### src/rtl/iopmp_pkg.sv
// iopmp_pkg: register offsets and shared types for the iopmp configuration port.
package iopmp_pkg;
    localparam logic [31:0] IOPMP_CTL_OFF        = 32'h0000_0004;
    localparam logic [31:0] IOPMP_MDMASK_OFF     = 32'h0000_0008;
    localparam logic [31:0] IOPMP_RCD_OFF        = 32'h0000_0010;
    localparam logic [31:0] IOPMP_RCD_ADDR_OFF   = 32'h0000_0018;
    localparam logic [31:0] IOPMP_SRCMD_OFF      = 32'h0000_1000;
    localparam logic [31:0] IOPMP_ENTRY_ADDR_OFF = 32'h0000_2000;
    localparam logic [31:0] IOPMP_ENTRY_CFG_OFF  = 32'h0000_2008;
    localparam int RCD_ILLCGT_BIT = 31;
    typedef enum logic [2:0] {
        BOOT, IDLE, HOST, RD_RCD, RD_ADDR, CLR, DONE_HOLD
    } iopmp_cfg_ctrl_state_t;
endpackage

### src/rtl/iopmp_cfg_port_drv.sv
// iopmp_cfg_port_drv: registers one config command per cycle onto the port and
// returns the sampled read data one cycle after the access.
module iopmp_cfg_port_drv #(
    parameter int ADDR_WIDTH = 32,
    parameter int DATA_WIDTH = 64,
    parameter logic [ADDR_WIDTH-1:0] IOPMP_BASE = ADDR_WIDTH'(32'h5000_0000)
) (
    input  logic                  clk_i,
    input  logic                  rst_i,
    input  logic                  cmd_valid_i,
    input  logic                  cmd_we_i,
    input  logic                  cmd_tag_i,
    input  logic [ADDR_WIDTH-1:0] cmd_off_i,
    input  logic [DATA_WIDTH-1:0] cmd_wdata_i,
    output logic [ADDR_WIDTH-1:0] address_cfg,
    output logic                  en_cfg,
    output logic                  we_cfg,
    output logic [DATA_WIDTH-1:0] wdata_cfg,
    input  logic [DATA_WIDTH-1:0] rdata_cfg,
    output logic                  rd_valid_o,
    output logic                  rd_tag_o,
    output logic [DATA_WIDTH-1:0] rd_data_o
);
    logic tag_q;
    logic rd_now;

    assign rd_now = en_cfg & ~we_cfg;

    always_ff @(posedge clk_i or posedge rst_i) begin
        if (rst_i) begin
            address_cfg <= '0;
            en_cfg      <= 1'b0;
            we_cfg      <= 1'b0;
            wdata_cfg   <= '0;
            tag_q       <= 1'b0;
            rd_valid_o  <= 1'b0;
            rd_tag_o    <= 1'b0;
            rd_data_o   <= '0;
        end else begin
            address_cfg <= cmd_valid_i ? IOPMP_BASE + cmd_off_i : '0;
            en_cfg      <= cmd_valid_i;
            we_cfg      <= cmd_valid_i & cmd_we_i;
            wdata_cfg   <= cmd_valid_i ? cmd_wdata_i : '0;
            tag_q       <= cmd_valid_i & cmd_tag_i;
            rd_valid_o  <= rd_now;
            rd_tag_o    <= rd_now & tag_q;
            rd_data_o   <= rd_now ? rdata_cfg : rd_data_o;
        end
    end
endmodule

### src/rtl/iopmp_cfg_ctrl.sv
// iopmp_cfg_ctrl: boots the iopmp from a table, then arbitrates host accesses
// against a violation-record drainer on the single configuration port.
module iopmp_cfg_ctrl
    import iopmp_pkg::*;
#(
    parameter int ADDR_WIDTH = 32,
    parameter int DATA_WIDTH = 64,
    parameter logic [ADDR_WIDTH-1:0] IOPMP_BASE = ADDR_WIDTH'(32'h5000_0000),
    parameter int TBL_IDX_W = 6
) (
    input  logic                  clk_i,
    input  logic                  rst_i,
    output logic [TBL_IDX_W-1:0]  tbl_idx_o,
    input  logic [ADDR_WIDTH-1:0] tbl_off_i,
    input  logic [DATA_WIDTH-1:0] tbl_data_i,
    input  logic                  tbl_last_i,
    output logic                  boot_done_o,
    output logic                  boot_err_o,
    input  logic                  host_req_i,
    input  logic                  host_we_i,
    input  logic [ADDR_WIDTH-1:0] host_off_i,
    input  logic [DATA_WIDTH-1:0] host_wdata_i,
    output logic                  host_gnt_o,
    output logic                  host_rvalid_o,
    output logic [DATA_WIDTH-1:0] host_rdata_o,
    input  logic                  viol_i,
    output logic                  irq_o,
    input  logic                  irq_ack_i,
    output logic [31:0]           rec_rcd_o,
    output logic [DATA_WIDTH-1:0] rec_addr_o,
    output logic [7:0]            ovf_cnt_o,
    output logic [ADDR_WIDTH-1:0] address_cfg,
    output logic                  en_cfg,
    output logic                  we_cfg,
    output logic [DATA_WIDTH-1:0] wdata_cfg,
    input  logic [DATA_WIDTH-1:0] rdata_cfg
);
    iopmp_cfg_ctrl_state_t state, state_n;
    logic                  busy, busy_n;
    logic                  viol_pend;
    logic [DATA_WIDTH-1:0] host_rdata_q;
    logic                  cmd_valid, cmd_we, cmd_tag;
    logic [ADDR_WIDTH-1:0] cmd_off;
    logic [DATA_WIDTH-1:0] cmd_wdata;
    logic                  rd_valid, rd_tag;
    logic [DATA_WIDTH-1:0] rd_data;
    logic                  wrap, boot_end, drain_go, drv_done, drain_end;

    assign wrap          = (&tbl_idx_o) & ~tbl_last_i;
    assign boot_end      = tbl_last_i | wrap;
    // a pulse arriving in IDLE starts the drain at once so a same-cycle host request waits
    assign drain_go      = (viol_pend | viol_i) & ~irq_o;
    assign drv_done      = busy & rd_valid & ~rd_tag;
    assign drain_end     = (state == DONE_HOLD) |
                           ((state == RD_ADDR) & drv_done & ~rec_rcd_o[RCD_ILLCGT_BIT]);
    assign host_rvalid_o = rd_valid & rd_tag;
    assign host_rdata_o  = host_rvalid_o ? rd_data : host_rdata_q;

    always_comb begin
        state_n    = state;
        busy_n     = busy;
        host_gnt_o = 1'b0;
        cmd_valid  = 1'b0;
        cmd_we     = 1'b0;
        cmd_tag    = 1'b0;
        cmd_off    = '0;
        cmd_wdata  = '0;
        case (state)
            BOOT: begin
                cmd_valid = 1'b1;
                cmd_we    = 1'b1;
                cmd_off   = tbl_off_i;
                cmd_wdata = tbl_data_i;
                state_n   = boot_end ? IDLE : BOOT;
            end
            IDLE: state_n = drain_go ? RD_RCD : (host_req_i ? HOST : IDLE);
            HOST: begin
                host_gnt_o = 1'b1;
                cmd_valid  = 1'b1;
                cmd_we     = host_we_i;
                cmd_tag    = ~host_we_i;
                cmd_off    = host_off_i;
                cmd_wdata  = host_wdata_i;
                state_n    = IDLE;
            end
            RD_RCD, RD_ADDR: begin
                cmd_valid = ~busy;
                cmd_off   = ADDR_WIDTH'(state == RD_RCD ? IOPMP_RCD_OFF : IOPMP_RCD_ADDR_OFF);
                busy_n    = ~drv_done;
                state_n   = ~drv_done ? state :
                            (state == RD_RCD) ? RD_ADDR :
                            (rec_rcd_o[RCD_ILLCGT_BIT] ? CLR : IDLE);
            end
            CLR: begin
                cmd_valid = 1'b1;
                cmd_we    = 1'b1;
                cmd_off   = ADDR_WIDTH'(IOPMP_RCD_OFF);
                state_n   = DONE_HOLD;
            end
            DONE_HOLD: state_n = IDLE;
            default:   state_n = BOOT;
        endcase
    end

    always_ff @(posedge clk_i or posedge rst_i) begin
        if (rst_i) begin
            state        <= BOOT;
            busy         <= 1'b0;
            tbl_idx_o    <= '0;
            boot_done_o  <= 1'b0;
            boot_err_o   <= 1'b0;
            viol_pend    <= 1'b0;
            irq_o        <= 1'b0;
            ovf_cnt_o    <= '0;
            rec_rcd_o    <= '0;
            rec_addr_o   <= '0;
            host_rdata_q <= '0;
        end else begin
            state        <= state_n;
            busy         <= busy_n;
            tbl_idx_o    <= (state == BOOT && !boot_end) ? tbl_idx_o + 1'b1 : tbl_idx_o;
            boot_done_o  <= boot_done_o | (state == BOOT && boot_end);
            boot_err_o   <= boot_err_o | (state == BOOT && wrap);
            viol_pend    <= drain_end ? 1'b0 : (viol_pend | (viol_i & ~irq_o));
            irq_o        <= (state == DONE_HOLD) | (irq_o & ~irq_ack_i);
            ovf_cnt_o    <= (irq_ack_i & irq_o) ? 8'd0 :
                            (viol_i & (irq_o | viol_pend) & (ovf_cnt_o != 8'hff)) ? ovf_cnt_o + 8'd1 :
                            ovf_cnt_o;
            rec_rcd_o    <= (state == RD_RCD && drv_done) ? rd_data[31:0] : rec_rcd_o;
            rec_addr_o   <= (state == RD_ADDR && drv_done) ? rd_data : rec_addr_o;
            host_rdata_q <= host_rdata_o;
        end
    end

    iopmp_cfg_port_drv #(
        .ADDR_WIDTH(ADDR_WIDTH),
        .DATA_WIDTH(DATA_WIDTH),
        .IOPMP_BASE(IOPMP_BASE)
    ) u_drv (
        .clk_i       (clk_i),
        .rst_i       (rst_i),
        .cmd_valid_i (cmd_valid),
        .cmd_we_i    (cmd_we),
        .cmd_tag_i   (cmd_tag),
        .cmd_off_i   (cmd_off),
        .cmd_wdata_i (cmd_wdata),
        .address_cfg (address_cfg),
        .en_cfg      (en_cfg),
        .we_cfg      (we_cfg),
        .wdata_cfg   (wdata_cfg),
        .rdata_cfg   (rdata_cfg),
        .rd_valid_o  (rd_valid),
        .rd_tag_o    (rd_tag),
        .rd_data_o   (rd_data)
    );
endmodule
### config.mk
export PLATFORM = sky130hd
export DESIGN_NAME = iopmp_cfg_ctrl
export DESIGN_NICKNAME = d
export VERILOG_FILES = /design/src/rtl/iopmp_pkg.sv /design/src/rtl/iopmp_cfg_port_drv.sv /design/src/rtl/iopmp_cfg_ctrl.sv
export SDC_FILE = /design/constraint.sdc
export NUM_CORES = 1
export LEC_CHECK = 0
export CORE_AREA = 8 8 203 205
export CTS_CLUSTER_DIAMETER = 60
export DETAILED_ROUTE_END_ITERATION = 10
export DIE_AREA = 0 0 211 213
export PLACE_DENSITY = 0.72
export RECOVER_POWER = 25
export SLEW_MARGIN = 20
export SYNTH_ARGS = -nofsm -noshare
export SYNTH_HDL_FRONTEND = slang
export SYNTH_HIERARCHICAL = 1
export SYNTH_SLANG_ARGS = --single-unit
### constraint.sdc
create_clock -name clk_i -period 12.98 [get_ports clk_i]
set_input_delay 1.947 -clock clk_i [delete_from_list [all_inputs] [get_ports clk_i]]
set_output_delay 1.947 -clock clk_i [all_outputs]
set_load 0.005 [all_outputs]
# Yosys cells after proc, flatten, opt, wreduce, memory -nomap -nowiden
# Index checks and enable logic that the tools add are counted.
# totals
output_inout_bits,277
register_bits,347
word_cells,96
in_bits,263
# op_classes
n_reduce_logical,13
n_mux,20
n_bitwise,33
n_eq_ne,8
n_addsub,3
# ops
operator,count
$mux 64,2
$pmux 32 s4,1
$pmux 64 s2,1
$add 31x32->32 const A,1
$mux 32,1
$and 1x1->1,16
$mux 8,2
$pmux 3 s5,1
$eq 3x3->1 const B,3
$mux 3,3
$not 1->1,9
$add 8x1->8 const B,1
$ne 8x8->1 const B,1
$or 1x1->1,8
$add 6x1->6 const B,1
$eq 3x2->1 const B,2
$reduce_and 6->1,1
$reduce_or 2->1,3
$logic_and 1x1->1,5
$mux 1,4
$mux 2,2
$mux 4,1
$pmux 1 s2,2
$eq 3x1->1 const B,1
5 further kinds,5

# Depth between registers and ports, before layout
# depth
ltp_word,6
ltp_mapped,9

# Modules after synthesis
# The synthesis kept the hierarchy.
# by_module_without_submodules
mod,instances,area_each_um2,seq_area_each_um2,cells_each
iopmp_cfg_ctrl,1,8303.0,4554.4,589
iopmp_cfg_port_drv,1,5838.1,4129.0,353

# Worst setup path before layout
# No wires, ideal clock.
# synth_timing
path_kind,flip-flop to output port
from,reg u_drv.rd_valid_o
to,out host_rdata_o[14]
setup_slack_ns,9.694
path_stages_with_launch,5
t_required_ns,11.033
t_arrival_ns,1.339
n_path_buf,2
path_cell_list,dfrtp_1 > nand2_1 > clkbuf_1 > buf_2 > mux2_2
# synth_between
elab_chain_len,2
# synth_rtl
item,line_no,source
from (decl),iopmp_cfg_port_drv.sv:20,"output logic rd_valid_o,"
from (signal assigned),iopmp_cfg_port_drv.sv:45,rd_valid_o <= rd_now;
$and 1x1->1,iopmp_cfg_ctrl.sv:56,assign host_rvalid_o = rd_valid & rd_tag;
$mux 64,iopmp_cfg_ctrl.sv:57,assign host_rdata_o = host_rvalid_o ? rd_data : host_rdata_q;
to (decl),iopmp_cfg_ctrl.sv:25,"output logic [DATA_WIDTH-1:0] host_rdata_o,"
# No other way between the ends.

# Worst setup path in the final report
# layout_timing
from,reg u_drv.rd_tag_o
to,out host_rdata_o[5]
# layout_between
elab_chain_len,2
# layout_rtl
item,line_no,source
from (decl),iopmp_cfg_port_drv.sv:21,"output logic rd_tag_o,"
from (signal assigned),iopmp_cfg_port_drv.sv:46,rd_tag_o <= rd_now & tag_q;
$and 1x1->1,iopmp_cfg_ctrl.sv:56,
$mux 64,iopmp_cfg_ctrl.sv:57,
# No other way between the ends.

==> flow_summary_export.csv <==
group,metric,value,unit
outcome,status,"complete, but fails checks",
outcome,violations,"max-capacitance violations, max-slew violations",
floorplan,design.core.area,38100,µm²
timing,max-slew-margin-rel,-226,%
run,cap_violations,7,
synth,ys_ff_latch,347,
floorplan,start_util,37.1,%
critical_path,required,11.03,ns
pwr,power_density,214,nW/µm²
cts,cts_setup_buffers,0,
cts,path_clk_slew,0.05,ns
placement,hpwl,34700,µm
floorplan,num_rows,72,
floorplan,dieArea,44900,µm²
drt,dr.pass1.iters,4,
timing,worst_slew_pin_slew,4.86,ns
placement,portBuffers,539,
synth,netlist_area,14100,µm²
global_route,track_usage,20.3,%
floorplan,io_pins,540,
timing,fin_setup_tns,0,ns
cts,cts_buffers,41,
timing,max_freq,165,MHz
synth,ys_seq_area_share,61.4,%
synth,syn_inst,942,
drt,num_vias,9736,
pwr,peakVddDrop,0.0979,mV
global_route,grt_pass1_wl,69000,µm
synth,synth_cell_types,45,
drt,wl_per_cell,23.1,µm
layout,final_cell_count_no_fill,2024,
synth,avgSynthCellArea,15.0,µm²
placement,place_ws,8.69,ns
timing,fin_crit_sh,46.7,%
cts,clock_latency,0.55,ns
critical_path,setup.worst_path.start_class,"register",
drt,wl,46800,µm
timing,period_needed,6.07,ns
cts,cts_tree,"done",
floorplan,dieHeight,213,µm
layout,area.growth.synth_to_final,47.9,%
critical_path,arrival,4.12,ns
timing,hold-worst-slack,0.450,ns
timing,hold_violations,0,
synth,synth_top_area_cell,"dfrtp_1",
cts,cts_hold_buffers,0,
worst_hold_path,hold_path.class,"reg2reg",
timing,skew,0.0131,ns
layout,num-nets-final,1741,
synth,synth_top_area_share,61.4,%
placement,dp.cells,1950,
synth,syn_nets,1208,
synth,synthArstFlopShare,100,%
global_route,grt_max_degree,113,
critical_path,worstSetupPathType,"reg2out",
placement,gp_congestion,0.849,
pwr,leakage,9.35,nW
synth,synth-edff-count,0,
synth,ys.flop_type,"dfrtp_1",
layout,fillers,3238,
cts,cts-root-buf,"clkbuf_16",
global_route,antenna_found_initial,10,
layout,drive_gt1_share,13.5,%
timing,final-setup-viol-count,0,
critical_path,end_kind,"output port",
global_route,grt_pass1_vias,10600,
floorplan,die_w,211,µm
critical_path,crit_fanout,65,
cts,cts_sinks,347,
synth,synth_warnings,6,
cts,cts_resized,0,
drt,drc,0,
timing,rsz0062_at_grt,"false",
layout,post-route-util,54.9,%
timing,fin_ws,6.91,ns
synth,synth_area_leaders,"dfrtp_1 61%, mux2_2 11%, mux2_4 9.4%, a22o_1 5.8%, and2_1 4.3%",
timing,slew_violations,395,
drt,via_per_inst,4.81,
drt,antenna_left,0,
drt,dr.first_iter.drc_count,486,
cts,htree_levels,2,
cts,clockBufferDepth,3,
global_route,grt_remaining_overflow,0,
## cell families after synthesis
family,Yosys count,synth area share [%]
AO/OA/AOI/OAI,131,7.47
XOR/XNOR,4,0.248
adder cells (fa/ha/maj),3,0.265
buffers and inverters,67,3.09
flip-flops,347,61.4
multiplexers,229,20.6
AND/OR/NAND/NOR,161,6.95
## synthesized netlist by cell type (all sizes together) (2+ instances only)
cell and instances:
nand3 4, mux2i 3, nand3b 2, nand2 13
nand4 5, and4 4, nor2b 4, xor2 2
a221oi 2, clkbuf 19, and3 4, ha 3
o21a 2, mux2 226, nor2 13, o21ai 10
a22o 94, nor3 6, a21oi 10, dfrtp 347
a211oi 2, a21o 2, nand2b 6, xnor2 2
inv 8, buf 40, o21bai 2, a31oi 3
and2 98
## cell usage in the layout (no fill, tap or decap), drive strengths merged, types with 5 or more instances in the layout
cell,count
a21oi,10
nor3,6
buf,6
nand2,13
mux2,226
dfrtp,347
nand2b,6
nor2,13
clkbuf,61
clkdlybuf4s50,534
and2,98
dlygate4sd3,5
clkinv,7
nand4,5
o21ai,10
inv,11
a22o,94
## power by group
group	leakage, nW	internal, mW	switching, mW	total [mW]
Clock	0.650	0.665	0.450	1.12
Sequential	4.49	1.47	0.265	1.73
Combinational	4.21	0.962	0.667	1.63
## flip-flops by register name (all words and copies together), names as in the netlist, 3 cells and up
signal / flops
host_rdata_q: 64
rec_addr_o: 64
u_drv/rd_data_o: 64
u_drv/wdata_cfg: 64
rec_rcd_o: 32
u_drv/address_cfg: 32
ovf_cnt_o: 8
tbl_idx_o: 6
state: 3
## layer usage
metal	global-route usage, %	vias up	part of all wire, %
met5	0	-	0.096
met4	8.35	6	3.0
met3	6.72	75	8.2
met2	35.0	384	51
met1	23.1	4857	37
li1	-	4414	-
## per-stage QoR
stage / power, mW / cell area [µm²]
after floorplan: 2.58 / 14100
after CTS: 4.66 / 21200
after global routing: 4.72 / 20900
after detailed placement: 3.51 / 19900
final: 4.48 / 20900
after global placement: 3.47 / 19900
## worst max-delay path, stage by stage (launching register included)
cell,delay (ns)
dfrtp_1,0.38
nand2_1,1.98
mux2_2,0.49
clkdlybuf4s50_1,0.61
## cell type report
class                   instances  area, µm²  area share [%]
multi-input cells             528       4770            22.8
well taps                     518        648            3.10
clock inverters                13        110           0.526
repair buffers                549       5460            26.1
inverters                       8       38.8           0.185
diodes                          4       10.0          0.0479
clock buffers                  57       1200            5.73
flip-flops and latches        347       8680            41.5
## worst paths after layout
path / cells after the start / end / slack, ns / start
setup / recovery: 3 / host_rdata_o[5] / 6.91 / u_drv/rd_tag_o
hold / removal: 1 / u_drv/rd_tag_o / 0.45 / u_drv/tag_q
setup reg to reg: 4 / u_drv/rd_data_o[60] / 8.66 / u_drv/en_cfg
hold reg to reg: 1 / u_drv/rd_tag_o / 0.45 / u_drv/tag_q
max in group asynchronous: 3 / u_drv/rd_data_o[7] / 7.15 / rst_i
min in group asynchronous: 2 / host_rdata_q[56] / 2.11 / rst_i
Note: power is estimated with default switching activity, not from simulation.
